--- src/rtl/ppl_mem_arb.sv ---
// ppl_mem_arb
// -----------
// Shares one single-port memory between the pipeline fetch stage (read-only
// instruction port) and the MEM stage (read/write data port). Only one memory
// transaction is outstanding at a time. The data port normally wins, but a
// fairness counter hands the memory to fetch after FAIR_MAX consecutive data
// grants taken while fetch was waiting. A watchdog aborts a memory access
// that is not acknowledged within TIMEOUT cycles and raises a sticky error.
//
// Ports
//   clock, reset          rising-edge clock, synchronous active-high reset
//   if_req / if_addr      fetch read request (level, held until if_done)
//   if_rdata / if_done    fetched word and its one-cycle completion pulse
//   if_stall              if_req & ~if_done
//   dm_req / dm_we        data request (level) and write enable
//   dm_addr / dm_wdata    data address and write data
//   dm_rdata / dm_done    read data and its one-cycle completion pulse
//   dm_stall              dm_req & ~dm_done
//   mem_req/we/addr/wdata registered memory request, held until ack/abort
//   mem_rdata / mem_ack   memory read data and one-cycle acknowledge
//   mem_err               sticky watchdog-timeout flag
//
// Parameters
//   AW, DW     address / data width
//   FAIR_MAX   data grants allowed while fetch waits (0 = strict priority)
//   TIMEOUT    wait cycles before an access is aborted (1..65535)

module ppl_mem_arb #(
  parameter int AW       = 32,
  parameter int DW       = 32,
  parameter int FAIR_MAX = 4,
  parameter int TIMEOUT  = 255
) (
  input  logic          clock,
  input  logic          reset,
  input  logic          if_req,
  input  logic [AW-1:0] if_addr,
  output logic [DW-1:0] if_rdata,
  output logic          if_done,
  output logic          if_stall,
  input  logic          dm_req,
  input  logic          dm_we,
  input  logic [AW-1:0] dm_addr,
  input  logic [DW-1:0] dm_wdata,
  output logic [DW-1:0] dm_rdata,
  output logic          dm_done,
  output logic          dm_stall,
  output logic          mem_req,
  output logic          mem_we,
  output logic [AW-1:0] mem_addr,
  output logic [DW-1:0] mem_wdata,
  input  logic [DW-1:0] mem_rdata,
  input  logic          mem_ack,
  output logic          mem_err
);

  // Fairness counter is wide enough to hold FAIR_MAX; with FAIR_MAX = 0 it
  // degenerates to a single bit that never leaves zero.
  localparam int FW = (FAIR_MAX > 0) ? $clog2(FAIR_MAX + 1) : 1;
  localparam logic [FW-1:0] FAIR_LIM = FW'(FAIR_MAX);
  // The watchdog holds the number of completed wait cycles; the abort fires in
  // the wait cycle that would bring it to TIMEOUT.
  localparam logic [15:0] WD_LAST = 16'(TIMEOUT - 1);

  typedef enum logic [2:0] {
    IDLE,
    WAIT_I,
    WAIT_D,
    RESP_I,
    RESP_D
  } state_t;

  state_t          state_q, state_d;
  logic            mem_req_q, mem_req_d;
  logic            mem_we_q, mem_we_d;
  logic [AW-1:0]   mem_addr_q, mem_addr_d;
  logic [DW-1:0]   mem_wdata_q, mem_wdata_d;
  logic [DW-1:0]   if_rdata_q, if_rdata_d;
  logic [DW-1:0]   dm_rdata_q, dm_rdata_d;
  logic            mem_err_q, mem_err_d;
  logic [FW-1:0]   fair_q, fair_d;
  logic [15:0]     wd_q, wd_d;

  logic            fetch_turn;
  logic            grant_data;

  // ---------------------------------------------------------------------
  // State and datapath registers
  // ---------------------------------------------------------------------
  always_ff @(posedge clock) begin
    if (reset) begin
      state_q     <= IDLE;
      mem_req_q   <= 1'b0;
      mem_we_q    <= 1'b0;
      mem_addr_q  <= '0;
      mem_wdata_q <= '0;
      if_rdata_q  <= '0;
      dm_rdata_q  <= '0;
      mem_err_q   <= 1'b0;
      fair_q      <= '0;
      wd_q        <= '0;
    end else begin
      state_q     <= state_d;
      mem_req_q   <= mem_req_d;
      mem_we_q    <= mem_we_d;
      mem_addr_q  <= mem_addr_d;
      mem_wdata_q <= mem_wdata_d;
      if_rdata_q  <= if_rdata_d;
      dm_rdata_q  <= dm_rdata_d;
      mem_err_q   <= mem_err_d;
      fair_q      <= fair_d;
      wd_q        <= wd_d;
    end
  end

  // ---------------------------------------------------------------------
  // Next-state and datapath logic
  // ---------------------------------------------------------------------
  always_comb begin
    state_d     = state_q;
    mem_req_d   = mem_req_q;
    mem_we_d    = mem_we_q;
    mem_addr_d  = mem_addr_q;
    mem_wdata_d = mem_wdata_q;
    if_rdata_d  = if_rdata_q;
    dm_rdata_d  = dm_rdata_q;
    mem_err_d   = mem_err_q;
    fair_d      = fair_q;
    wd_d        = wd_q;

    // Fetch takes its turn only when both are asking and data has used up
    // its allowance of back-to-back grants.
    fetch_turn  = (FAIR_MAX != 0) && (fair_q == FAIR_LIM);
    grant_data  = dm_req && !(if_req && fetch_turn);

    case (state_q)
      IDLE: begin
        if (dm_req || if_req) begin
          mem_req_d = 1'b1;
          wd_d      = '0;
          if (grant_data) begin
            state_d     = WAIT_D;
            mem_we_d    = dm_we;
            mem_addr_d  = dm_addr;
            mem_wdata_d = dm_wdata;
            // Only grants that made fetch wait count against the allowance.
            if (if_req && (fair_q != FAIR_LIM)) begin
              fair_d = fair_q + FW'(1);
            end
          end else begin
            state_d     = WAIT_I;
            mem_we_d    = 1'b0;
            mem_addr_d  = if_addr;
            mem_wdata_d = '0;
            fair_d      = '0;
          end
        end
      end

      WAIT_I, WAIT_D: begin
        wd_d = wd_q + 16'd1;
        if (mem_ack) begin
          mem_req_d = 1'b0;
          if (state_q == WAIT_I) begin
            if_rdata_d = mem_rdata;
            state_d    = RESP_I;
          end else begin
            // A write returns no data; keep the last read value visible.
            if (!mem_we_q) begin
              dm_rdata_d = mem_rdata;
            end
            state_d = RESP_D;
          end
        end else if (wd_q == WD_LAST) begin
          // Memory never answered: release the bus, flag the error and
          // complete the requester with zero data so the pipeline moves on.
          mem_req_d = 1'b0;
          mem_err_d = 1'b1;
          if (state_q == WAIT_I) begin
            if_rdata_d = '0;
            state_d    = RESP_I;
          end else begin
            dm_rdata_d = '0;
            state_d    = RESP_D;
          end
        end
      end

      // Completion cycle; requests are not looked at until back in IDLE.
      RESP_I, RESP_D: begin
        state_d = IDLE;
      end

      default: begin
        state_d = IDLE;
      end
    endcase
  end

  // ---------------------------------------------------------------------
  // Outputs
  // ---------------------------------------------------------------------
  assign mem_req   = mem_req_q;
  assign mem_we    = mem_we_q;
  assign mem_addr  = mem_addr_q;
  assign mem_wdata = mem_wdata_q;
  assign mem_err   = mem_err_q;
  assign if_rdata  = if_rdata_q;
  assign dm_rdata  = dm_rdata_q;

  // Done pulses come straight from the state register, so nothing on the
  // memory side reaches an output combinationally.
  assign if_done   = (state_q == RESP_I);
  assign dm_done   = (state_q == RESP_D);

  // Per-port stall: port 0 is fetch, port 1 is data.
  logic [1:0] port_req;
  logic [1:0] port_done;
  logic [1:0] port_stall;

  assign port_req  = {dm_req, if_req};
  assign port_done = {dm_done, if_done};

  for (genvar gi = 0; gi < 2; gi++) begin : g_stall
    assign port_stall[gi] = port_req[gi] & ~port_done[gi];
  end

  assign if_stall = port_stall[0];
  assign dm_stall = port_stall[1];

endmodule

--- config.mk ---
export PLATFORM = sky130hd
export DESIGN_NAME = ppl_mem_arb
export DESIGN_NICKNAME = d
export VERILOG_FILES = /design/src/rtl/ppl_mem_arb.sv
export SDC_FILE = /design/constraint.sdc
export NUM_CORES = 1
export LEC_CHECK = 0
export ABC_AREA = 0
export BUFFER_PORTS_ARGS = -buffer_cell sky130_fd_sc_hd__clkbuf_2
export CORE_MARGIN = 4
export CORE_UTILIZATION = 47
export DETAILED_ROUTE_END_ITERATION = 8
export PLACE_DENSITY = 0.85
export SLEW_MARGIN = 25
export SYNTH_ARGS = -nofsm -noshare
export SYNTH_HDL_FRONTEND = slang
export SYNTH_SLANG_ARGS = --single-unit
--- constraint.sdc ---
create_clock -name clock -period 2.4 [get_ports clock]
set_clock_uncertainty 0.1 [all_clocks]
set_input_delay 0.48 -clock clock [delete_from_list [all_inputs] [get_ports clock]]
set_output_delay 0.48 -clock clock [all_outputs]
set_load 0.01 [all_outputs]
Yosys cells after proc, flatten, opt, wreduce, memory -nomap -nowiden
Index checks and enable logic that the tools add are counted.
W data, S select, Z words.
{"block": "word_totals", "input_bits": 134, "register_bits": 153, "word_cells": 72, "out_inout_bits": 135}
{"block": "classes", "eq_ne": 11, "bitwise": 6, "mux": 26, "reduce_logical": 17, "n_addsub": 2}
{"op": "$mux W32", "n": 11}
{"op": "$pmux W16 S2", "n": 1}
{"op": "$mux W3", "n": 6}
{"op": "$add A16 B1 Y16 const B", "n": 1}
{"op": "$eq A16 B8 Y1 const B", "n": 1}
{"op": "$mux W16", "n": 1}
{"op": "$reduce_and A3 Y1", "n": 4}
{"op": "$eq A3 B2 Y1 const B", "n": 2}
{"op": "$eq A3 B3 Y1 const B", "n": 2}
{"op": "$ne A3 B3 Y1 const B", "n": 2}
{"op": "$pmux W3 S2", "n": 1}
{"op": "$reduce_and A2 Y1", "n": 3}
{"op": "$mux W1", "n": 4}
{"op": "$ne A2 B2 Y1 const B", "n": 2}
{"op": "$not A1 Y1", "n": 4}
{"op": "$reduce_and A4 Y1", "n": 1}
{"op": "$reduce_bool A2 Y1", "n": 2}
{"op": "$add A3 B1 Y3 const B", "n": 1}
{"op": "$eq A3 B1 Y1 const B", "n": 1}
{"op": "$logic_and A1 B1 Y1", "n": 3}
{"op": "$logic_not A3 Y1", "n": 1}
{"op": "$and A1 B1 Y1", "n": 2}
{"op": "$mux W2", "n": 1}
{"op": "$ne A2 B1 Y1 const B", "n": 1}
{"op": "4 further kinds", "n": 4}

Depth between registers and ports, before layout
Gate-level depths: netlist of the first run.
{"block": "depth", "depth_word": 7, "mapped_depth": 8, "mapped_depth_nobuf": 6}

Worst setup path before layout of the first run
Ideal clock, no wire load.
{"block": "synth_path", "kind": "flip-flop to flip-flop", "start": "register wd_q[0]", "end": "register if_rdata_q[19], in the netlist if_rdata[19]", "slack_ns": 0.631, "arrival_ns": 1.599, "n_path_buf": 1, "setup_ns": 0.070, "stages_incl_launch_ff": 8, "period_less_slack_ns": 1.769, "t_required_ns": 2.230, "path_cell_list": "dfxtp_1 -> inv_1 -> ha_1 -> nor4b_2 -> a41oi_1 -> clkbuf_1 -> o21ai_0 -> a21oi_1"}
{"block": "synth_between", "elab_chain_cells": 3}
{"element": "start, declared", "line": "82", "text": "logic [15:0] wd_q, wd_d;"}
{"element": "start signal, assigned", "line": "112", "text": "wd_q <= wd_d;"}
{"element": "$eq A16 B8 Y1", "line": "174", "text": "end else if (wd_q == WD_LAST) begin"}
{"element": "$reduce_bool A2 Y1 (no line)"}
{"element": "$reduce_and A3 Y1 (no line)"}
{"element": "end signal, assigned", "line": "108", "text": "if_rdata_q <= if_rdata_d;"}
{"element": "end, declared", "line": "78", "text": "logic [DW-1:0] if_rdata_q, if_rdata_d;"}
Every way passes these cells.
A chain may end at the register's enable or synchronous reset.

Final worst setup path of the first run
{"block": "layout_path", "start": "register state_q[2]", "end": "output dm_stall"}
{"block": "layout_between", "elab_chain_cells": 3}
{"element": "start, declared", "line": "73", "text": "state_t state_q, state_d;"}
{"element": "start signal, assigned", "line": "103", "text": "state_q <= state_d;"}
{"element": "$eq A3 B3 Y1", "line": "214", "text": "assign dm_done = (state_q == RESP_D);"}
{"element": "$not A1 Y1", "line": "225", "text": "assign port_stall[gi] = port_req[gi] & ~port_done[gi];"}
{"element": "$and A1 B1 Y1", "line": "225"}
{"element": "end, declared", "line": "47", "text": "output logic dm_stall,"}
Every way passes these cells.

==> metrics.csv, run 1 <==
stage,metric,value,unit
outcome,status,"complete, no violations",
synth,"EDFF count, synth",0,
routing,Routed Antenna Nets,0,
power,Tot Pwr,0.00652,W
cts,Sink Count,153,
global_route,global-route wire length before repair,26800,microns
synth,syn_nets,794,
cts,clk slew on worst S/H paths,0.06,ns
timing,fin worst setup slack,0.218,ns
synth,area share of the largest cell type after synthesis,51.7,%
timing,final setup fails,0,
power,Sequential Power Share,44.4,%
synth,sequential area share after synthesis,51.7,%
setup_path,WP data required,1.82,ns
floorplanning,die width,120,microns
finish,share of post-route cells with drive strength above 1,35.4,%
power,P_int,0.00467,W
power,Power Density,821,nW/um^2
synth,average cell area after synthesis,9.03,sq um
placement,pre-CTS setup slack,0.278,ns
setup_path,largest fanout on the critical path,10,
power,switching share of power,28.5,%
cts,H-tree depth,4,
synth,dominant cells by area after synthesis,"dfxtp_1 (52%), o21ai_0 (8.4%), nand2_1 (6.9%)",
placement,Port Buffer Count,268,
finish,Fillers,1012,
global_route,pin count of the biggest net entering global routing,70,
timing,Final min period,2.18,ns
cts,CTS Buf Count,17,
routing,Via Count,5826,
finish,net count reported at finish,1044,
routing,drt pass-1 iters,5,
power,Net Sw Power,0.00186,W
power,Leak,3.53,nW
routing,routed length per instance,16.2,microns
timing,relative slew slack,41.6,%
finish,most frequent cells in the layout,"clkbuf_2 (268), dfxtp_1 (153), nand2_1 (108)",
cts,latest clock arrival within the worst-skew pair,0.42,ns
setup_path,Worst setup EP type,output pin,
floorplanning,full die area,14500,sq um
finish,Synth-to-Final Area Change,34.1,%
placement,placer's final routability congestion estimate,0.785,
routing,Routed WL,17600,microns
finish,"commonest non-fill, non-tap cell in the layout",clkbuf_2,
timing,Setup TNS,0,ns
global_route,total global-route track usage,23.1,%
timing,RSZ-0062 raised after global routing,no,
cts,hold-fix buffer count after cts,0,
finish,Multi-input gate area,2630,sq um
cts,clock tree buffer depth,2,
global_route,vias in the first global route,5435,
synth,"Async S/R FF share, synth",0,%
floorplanning,core region area,12200,sq um
synth,Yosys warnings,0,
floorplanning,initial core utilization,48.7,%
synth,unique cell type count in the Yosys netlist,46,
floorplanning,die height,120,microns
timing,Least-Margin Pin Slew,0.875,ns
power,worst vdd ir,0.000456,V
global_route,grt total ovfl,0,
cts,root buffer cell,clkbuf_16,
routing,DRC Markers,0,
finish,register area,3060,sq um
setup_path,Worst EP arrival,1.60,ns
synth,Mapped Cells,656,
power,clock share of power,38.3,%
setup_path,type of the worst setup path,flip-flop to output pin,
cts,post-cts resize count,0,
routing,Avg Vias per Cell,5.36,
min_path,Hold/Removal Path Class,primary input to flip-flop,
timing,final hold viol count,0,
finish,ANT cells,0,
cts,CTS tree,done,
synth,number of synthesized register bits,153,
routing,initial DRC count,472,
global_route,initial antenna violation count,0,
timing,fin crit share,90.9,%
synth,ys flop type,dfxtp_1,
finish,fin util,65.3,%
placement,post-DP HPWL,12600,microns
power,Comb power frac,17.3,%
timing,Achievable Freq,0.458,GHz
timing,Slew Limit Fails,0,
synth,post-synthesis cell area,5930,sq um
cts,Setup Buffers After CTS,0,
synth,Yosys top cell by area,dfxtp_1,
floorplanning,io pins,269,
floorplanning,num rows,40,
setup_path,crit start category,flip-flop,
job,Max-cap violations,0,
per-stage QoR:
stage               cell area [sq um]  cells  hold WS, ns
finish                           7950   1087        0.163
global route                     7950   1087        0.155
CTS                              7950   1087        0.144
detailed placement               7400   1055        0.341
global placement                 7400   1055        0.334
floorplan                        5930    656        0.338
critical path, cell delays in order, from the launching register on:
cell	delay (ns)
dfxtp_1	0.50
nor3b_1	0.44
nor2b_1	0.10
clkbuf_2	0.15
registers in the layout, indices dropped and copies added, names as in the netlist:
signal     count
fair_q         3
if_rdata      32
mem_req        1
state_q        3
mem_err        1
mem_we         1
mem_addr      32
dm_rdata      32
wd_q          16
mem_wdata     32
final timing paths:
path | startpoint | endpoint | slack, ns | cells after the start
worst min-delay path | dm_wdata[22] | mem_wdata[22]$_SDFFE_PP0P_ | 0.16 | 2
worst max register to register | state_q[1]$_SDFFE_PP0P_ | dm_rdata[9]$_SDFFE_PP0P_ | 0.28 | 4
worst max-delay path | state_q[2]$_SDFFE_PP0P_ | dm_stall | 0.22 | 3
worst min register to register | mem_addr[29]$_SDFFE_PP0P_ | mem_addr[29]$_SDFFE_PP0P_ | 0.35 | 2
Yosys cell counts, types with 3 or more instances:
master,n
or3_1,3
mux2i_1,33
clkbuf_1,27
nand3_1,6
dfxtp_1,153
nor3_1,6
a22o_1,33
buf_4,5
or2_2,4
o21ai_0,100
o31ai_1,5
buf_2,16
xor2_1,6
nand2_1,109
and4_1,3
a21oi_1,79
ha_1,4
nor2b_1,4
nand4_1,7
nor2_1,10
or4_1,6
inv_1,8
layer usage:
| metal | vias to the layer above | track usage, % | wire [microns] | part of all wire, % |
|---|---|---|---|---|
| met5 | - | 0 | 0 | 0 |
| met4 | 0 | 8.99 | 372 | 2.1 |
| met3 | 34 | 7.72 | 1270 | 7.2 |
| met2 | 239 | 39.2 | 8990 | 51 |
| met1 | 2735 | 27.1 | 6940 | 39 |
| li1 | 2818 | - | - | - |
power by group through the flow:
stage               combinational (W)  sequential, W  clock, W
detailed placement            0.00112        0.00294         0
global route                  0.00122        0.00292   0.00264
global placement              0.00110        0.00294         0
finish                        0.00113        0.00290   0.00250
CTS                           0.00113        0.00289   0.00254
floorplan                    0.000538        0.00302         0
kinds of logic (layout without fill, tap and decap cells):
| family | count (synthesis) | count (layout) | share of synthesized area [%] |
|---|---|---|---|
| compound gates | 226 | 226 | 22.0 |
| flops | 153 | 153 | 51.7 |
| fa+ha+maj | 4 | 4 | 0.845 |
| mux | 33 | 33 | 5.57 |
| buf+inv | 58 | 321 | 4.58 |
| simple gates | 175 | 175 | 14.2 |
| xor+xnor | 7 | 7 | 1.03 |
cell type report:
class / count / area share, %
clock inverters: 10 / 1.21
multi-input cells: 445 / 33.1
repair buffers: 281 / 18.4
flip-flops and latches: 153 / 38.5
clock buffers: 22 / 5.72
inverters: 8 / 0.378
well taps: 168 / 2.65
Note: power is estimated with default switching activity, not from simulation.
==> run 2: changes to the inputs <==
--- a/config.mk
+++ b/config.mk
@@ -9,6 +9,7 @@
 export BUFFER_PORTS_ARGS = -buffer_cell sky130_fd_sc_hd__clkbuf_2
 export CORE_MARGIN = 4
 export CORE_UTILIZATION = 47
+export CTS_BUF_LIST = sky130_fd_sc_hd__clkbuf_16
 export DETAILED_ROUTE_END_ITERATION = 8
 export PLACE_DENSITY = 0.85
 export SLEW_MARGIN = 25
==> run 2 against run 1 <==
Against the previous run: sequential power barely moved; clock power decreased by 2%; critical path depth grew 1; count of clock-buffer cells in the layout down 5; cell count did not move; combinational power about the same; flip-flop and latch count stayed put; core utilization is 0.082 points lower; non-clock buffer count is the same; sequential share of layout area hardly changed; power fell by 0.87%; register-to-register slack barely moved; largest cell class unchanged; highest routed layer unchanged.
==> metrics.csv, run 2 (synthesis gave the netlist of run 1 again) <==
stage,metric,value,unit
routing,Avg Vias per Cell,5.35,
global_route,pin count of the biggest net entering global routing,70,
floorplanning,io pins,269,
routing,Routed Antenna Nets,0,
setup_path,largest fanout on the critical path,7,
cts,CTS Buf Count,17,
finish,most frequent cells in the layout,"clkbuf_2 (268), dfxtp_1 (153), nand2_1 (108)",
timing,relative slew slack,42.1,%
finish,share of post-route cells with drive strength above 1,35.3,%
power,Leak,3.54,nW
global_route,vias in the first global route,5431,
timing,Final min period,2.17,ns
finish,Synth-to-Final Area Change,33.9,%
global_route,total global-route track usage,23.1,%
finish,net count reported at finish,1044,
timing,Setup TNS,0,ns
cts,Sink Count,153,
global_route,initial antenna violation count,0,
cts,clock tree buffer depth,2,
timing,RSZ-0062 raised after global routing,no,
floorplanning,die width,120,microns
setup_path,reg2reg path depth,4,
placement,Port Buffer Count,268,
floorplanning,full die area,14500,sq um
cts,H-tree depth,4,
timing,worst hold slack,0.164,ns
setup_path,Worst EP arrival,1.59,ns
setup_path,R2R Setup Slk,0.27,ns
routing,drt pass-1 iters,5,
setup_path,slowest CP cell,nor3b_1,
placement,post-DP HPWL,12600,microns
routing,Routed WL,17600,microns
cts,clk slew on worst S/H paths,0.06,ns
setup_path,Worst setup EP type,output pin,
setup_path,type of the worst setup path,flip-flop to output pin,
setup_path,Critical Path End,dm_stall,
min_path,beginning of the worst hold path,dm_wdata[22],
min_path,Hold/Removal Path Class,primary input to flip-flop,
finish,fin util,65.3,%
cts,CTS tree,done,
finish,"commonest non-fill, non-tap cell in the layout",clkbuf_2,
setup_path,Crit Reg-Reg Endpoint,dm_rdata[2]$_SDFFE_PP0P_,
global_route,grt total ovfl,0,
job,Max-cap violations,0,
power,worst vdd ir,0.000457,V
timing,Least-Margin Pin Slew,0.869,ns
global_route,global-route wire length before repair,26800,microns
timing,fin crit share,90.4,%
placement,placer's final routability congestion estimate,0.785,
timing,Achievable Freq,0.461,GHz
floorplanning,initial core utilization,48.7,%
timing,final setup fails,0,
routing,routed length per instance,16.2,microns
cts,root buffer cell,clkbuf_16,
cts,post-cts resize count,0,
setup_path,reg-to-reg critical path startpoint,state_q[1]$_SDFFE_PP0P_,
cts,Setup Buffers After CTS,0,
floorplanning,num rows,40,
timing,Slew Limit Fails,0,
routing,DRC Markers,0,
setup_path,crit path cell chain,buf_4 > nor3b_1 > nor2b_1 > clkbuf_2,
setup_path,crit start category,flip-flop,
routing,initial DRC count,483,
outcome,status,"complete, no violations",
setup_path,WP data required,1.82,ns
cts,latest clock arrival within the worst-skew pair,0.42,ns
floorplanning,die height,120,microns
timing,final hold viol count,0,
floorplanning,core region area,12200,sq um
power,Power Density,815,nW/um^2
setup_path,Setup crit start,state_q[0]$_SDFFE_PP0P_,
setup_path,"slowest stage delay, CP",0.38,ns
cts,hold-fix buffer count after cts,0,
routing,Via Count,5811,
finish,ANT cells,0,
[run 2: cell types whose count changed in the layout (fill, tap and decap cells not counted)]
cell	change
clkbuf_1	-4
inv_1	+4
clkbuf_8	-1
clkinv_1	+1
[run 2: critical path, delay by kind of cell, from the launching register on]
| kind | cells | cell delay (ns) |
|---|---|---|
| buffers and inverters | 2 | 0.33 |
| and+or+nand+nor | 2 | 0.48 |
| DFF | 1 | 0.36 |
[run 2: worst min-delay path by stage]
stage	cells after the start	to
floorplan	2	wd_q[15]$_SDFFE_PP0P_
CTS	2	mem_wdata[22]$_SDFFE_PP0P_
global route	2	mem_wdata[8]$_SDFFE_PP0P_
global placement	2	mem_addr[16]$_SDFFE_PP0P_
finish	2	mem_wdata[22]$_SDFFE_PP0P_
detailed placement	2	mem_addr[29]$_SDFFE_PP0P_
[run 2: where the power goes]
group / switching [W] / total (W) / internal, W
clock network: 0.00104 / 0.00244 / 0.00141
registers: 0.000133 / 0.00290 / 0.00276
logic: 0.000680 / 0.00113 / 0.000447
total: 0.00185 / 0.00647 / 0.00462
[run 2: through the flow]
stage,std cells,setup WS (ns),area (sq um),power [W]
floorplan,656,0.631,5930,0.00356
detailed placement,1055,0.278,7400,0.00407
CTS,1087,0.238,7940,0.00651
finish,1087,0.230,7940,0.00647
global placement,1055,0.375,7400,0.00404
global route,1087,0.137,7940,0.00674
[run 2: layout make-up]
type | instances | area [sq um]
Clock inverter | 15 | 115
Fill cell | 1013 | 4230
Clock buffer | 17 | 425
Sequential cell | 153 | 3060
Timing Repair Buffer | 281 | 1460
Multi-Input combinational cell | 445 | 2630
Inverter | 8 | 30.0
Tap cell | 168 | 210
[run 2: metal layers]
layer | wire (microns) | up-vias | GRT usage [%]
met5 | 0 | - | 0
met4 | 382 | 0 | 8.99
met3 | 1270 | 33 | 7.72
met2 | 9040 | 236 | 39.1
met1 | 6870 | 2726 | 27.1
li1 | - | 2816 | -
==> run 3: changes to the inputs <==
--- a/config.mk
+++ b/config.mk
@@ -11,7 +11,7 @@
 export CORE_UTILIZATION = 47
 export CTS_BUF_LIST = sky130_fd_sc_hd__clkbuf_16
 export DETAILED_ROUTE_END_ITERATION = 8
-export PLACE_DENSITY = 0.85
+export PLACE_DENSITY_LB_ADDON = 0.25
 export SLEW_MARGIN = 25
 export SYNTH_ARGS = -nofsm -noshare
 export SYNTH_HDL_FRONTEND = slang
==> constraint.sdc (replaced) <==
create_clock -name clock -period 2.3 [get_ports clock]
set_clock_uncertainty 0.1 [all_clocks]
set_input_delay 0.46 -clock clock [delete_from_list [all_inputs] [get_ports clock]]
set_output_delay 0.46 -clock clock [all_outputs]
set_load 0.01 [all_outputs]
==> run 3 against run 2 <==
Against the previous run: non-clock buffer count increased by 3; clock power increased by 31%; via count fell by 2.1%; critical endpoint unchanged.
==> metrics.csv, run 3 (synthesis gave the netlist of run 1 again) <==
stage,metric,value,unit
outcome,status,"complete, no violations",
setup_path,largest fanout on the critical path,10,
setup_path,reg2reg path depth,7,
floorplanning,die width,120,microns
timing,Setup TNS,0,ns
floorplanning,io pins,269,
min_path,beginning of the worst hold path,dm_wdata[18],
global_route,vias in the first global route,5592,
timing,fin crit share,94.9,%
power,Comb power frac,16.1,%
timing,Slew Limit Fails,0,
global_route,total global-route track usage,23.6,%
finish,fin util,66.6,%
finish,register area,3060,sq um
timing,relative slew slack,53.0,%
power,Net Sw Power,0.00189,W
setup_path,type of the worst setup path,flip-flop to output pin,
placement,Port Buffer Count,268,
power,Power Density,912,nW/um^2
routing,initial DRC count,359,
floorplanning,core region area,12200,sq um
routing,drt pass-1 iters,4,
job,Max-cap violations,0,
floorplanning,die height,120,microns
setup_path,WP data required,1.74,ns
min_path,Hold/Removal Path Class,primary input to flip-flop,
power,P_int,0.00550,W
setup_path,Crit Reg-Reg Endpoint,if_rdata[26]$_SDFFE_PP0P_,
cts,hold-fix buffer count after cts,0,
cts,H-tree depth,4,
cts,Setup Buffers After CTS,0,
timing,Least-Margin Pin Slew,0.705,ns
finish,Multi-input gate area,2630,sq um
min_path,Hold Path Depth,2,
finish,"commonest non-fill, non-tap cell in the layout",clkbuf_2,
timing,Final min period,2.18,ns
routing,Via Count,5691,
setup_path,Worst setup EP type,output pin,
cts,CTS Buf Count,17,
floorplanning,initial core utilization,48.7,%
routing,routed length per instance,15.8,microns
finish,Fillers,1114,
finish,Synth-to-Final Area Change,36.7,%
timing,worst hold slack,0.146,ns
timing,Achievable Freq,0.458,GHz
power,switching share of power,25.6,%
finish,share of post-route cells with drive strength above 1,35.7,%
global_route,initial antenna violation count,0,
global_route,grt total ovfl,0,
cts,clk slew on worst S/H paths,0.06,ns
setup_path,reg-to-reg critical path startpoint,wd_q[0]$_SDFFE_PP0P_,
power,clock share of power,43.1,%
timing,final hold viol count,0,
cts,clock tree buffer depth,2,
global_route,global-route wire length before repair,27400,microns
timing,RSZ-0062 raised after global routing,no,
routing,Routed Antenna Nets,0,
power,Sequential Power Share,40.8,%
power,Leak,3.62,nW
floorplanning,num rows,40,
routing,DRC Markers,0,
finish,Post-Layout Cell Count,1090,
cts,latest clock arrival within the worst-skew pair,0.41,ns
global_route,pin count of the biggest net entering global routing,70,
setup_path,R2R Setup Slk,0.32,ns
routing,Routed WL,17300,microns
finish,ANT cells,0,
placement,Area after DPL,7420,sq um
timing,final setup fails,0,
cts,root buffer cell,clkbuf_16,
setup_path,Worst EP arrival,1.62,ns
cts,CTS tree,done,
placement,placer's final routability congestion estimate,0.840,
setup_path,crit start category,flip-flop,
placement,placed insts,1058,
cts,post-cts resize count,0,
finish,post-layout instance area,8100,sq um
floorplanning,full die area,14500,sq um
finish,net count reported at finish,1047,
placement,post-DP HPWL,12400,microns
finish,most frequent cells in the layout,"clkbuf_2 (268), dfxtp_1 (153), nand2_1 (108)",
power,worst vdd ir,0.000540,V
cts,Sink Count,153,
routing,Avg Vias per Cell,5.22,
min_path,worst hold endpoint,mem_wdata[18]$_SDFFE_PP0P_,
-- run 3: power groups by stage --
stage               logic, W  registers, W  clock network [W]
finish               0.00119       0.00301            0.00319
global route         0.00131       0.00304            0.00334
CTS                  0.00120       0.00301            0.00323
detailed placement   0.00120       0.00306                  0
global placement     0.00119       0.00306                  0
floorplan           0.000562       0.00315                  0
-- run 3: worst max path at each step --
| stage | startpoint | to |
|---|---|---|
| CTS | state_q[2]$_SDFFE_PP0P_ | dm_stall |
| global route | state_q[2]$_SDFFE_PP0P_ | dm_stall |
| floorplan | wd_q[0]$_SDFFE_PP0P_ | if_rdata[19]$_SDFFE_PP0P_ |
| global placement | dm_req | wd_q[12]$_SDFFE_PP0P_ |
| detailed placement | dm_req | wd_q[13]$_SDFFE_PP0P_ |
| finish | state_q[2]$_SDFFE_PP0P_ | dm_stall |
-- run 3: layout make-up --
class                           instances  area share (%)
Inverter                                8           0.371
Multi-Input combinational cell        445            32.5
Clock inverter                         15            3.17
Tap cell                              168            2.59
Sequential cell                       153            37.8
Timing Repair Buffer                  284            18.4
Clock buffer                           17            5.25
-- run 3: through the flow --
step | setup slack, ns | total power [W]
detailed placement | 0.284 | 0.00427
global placement | 0.361 | 0.00425
CTS | 0.115 | 0.00744
global route | 0.0175 | 0.00770
floorplan | 0.531 | 0.00371
finish | 0.118 | 0.00739
-- run 3: worst max-delay path: stages, from the launching register on --
cell	delay, ns
dfxtp_1	0.50
nor3b_1	0.46
nor2b_1	0.10
clkbuf_2	0.15
-- run 3: metal layers --
layer | vias to the layer above | routed length (microns) | GRT usage [%]
li1 | 2820 | - | -
met1 | 2634 | 6960 | 27.4
met2 | 190 | 8650 | 39.9
met3 | 47 | 1070 | 7.30
met4 | 0 | 589 | 10.6
met5 | - | 0 | 0
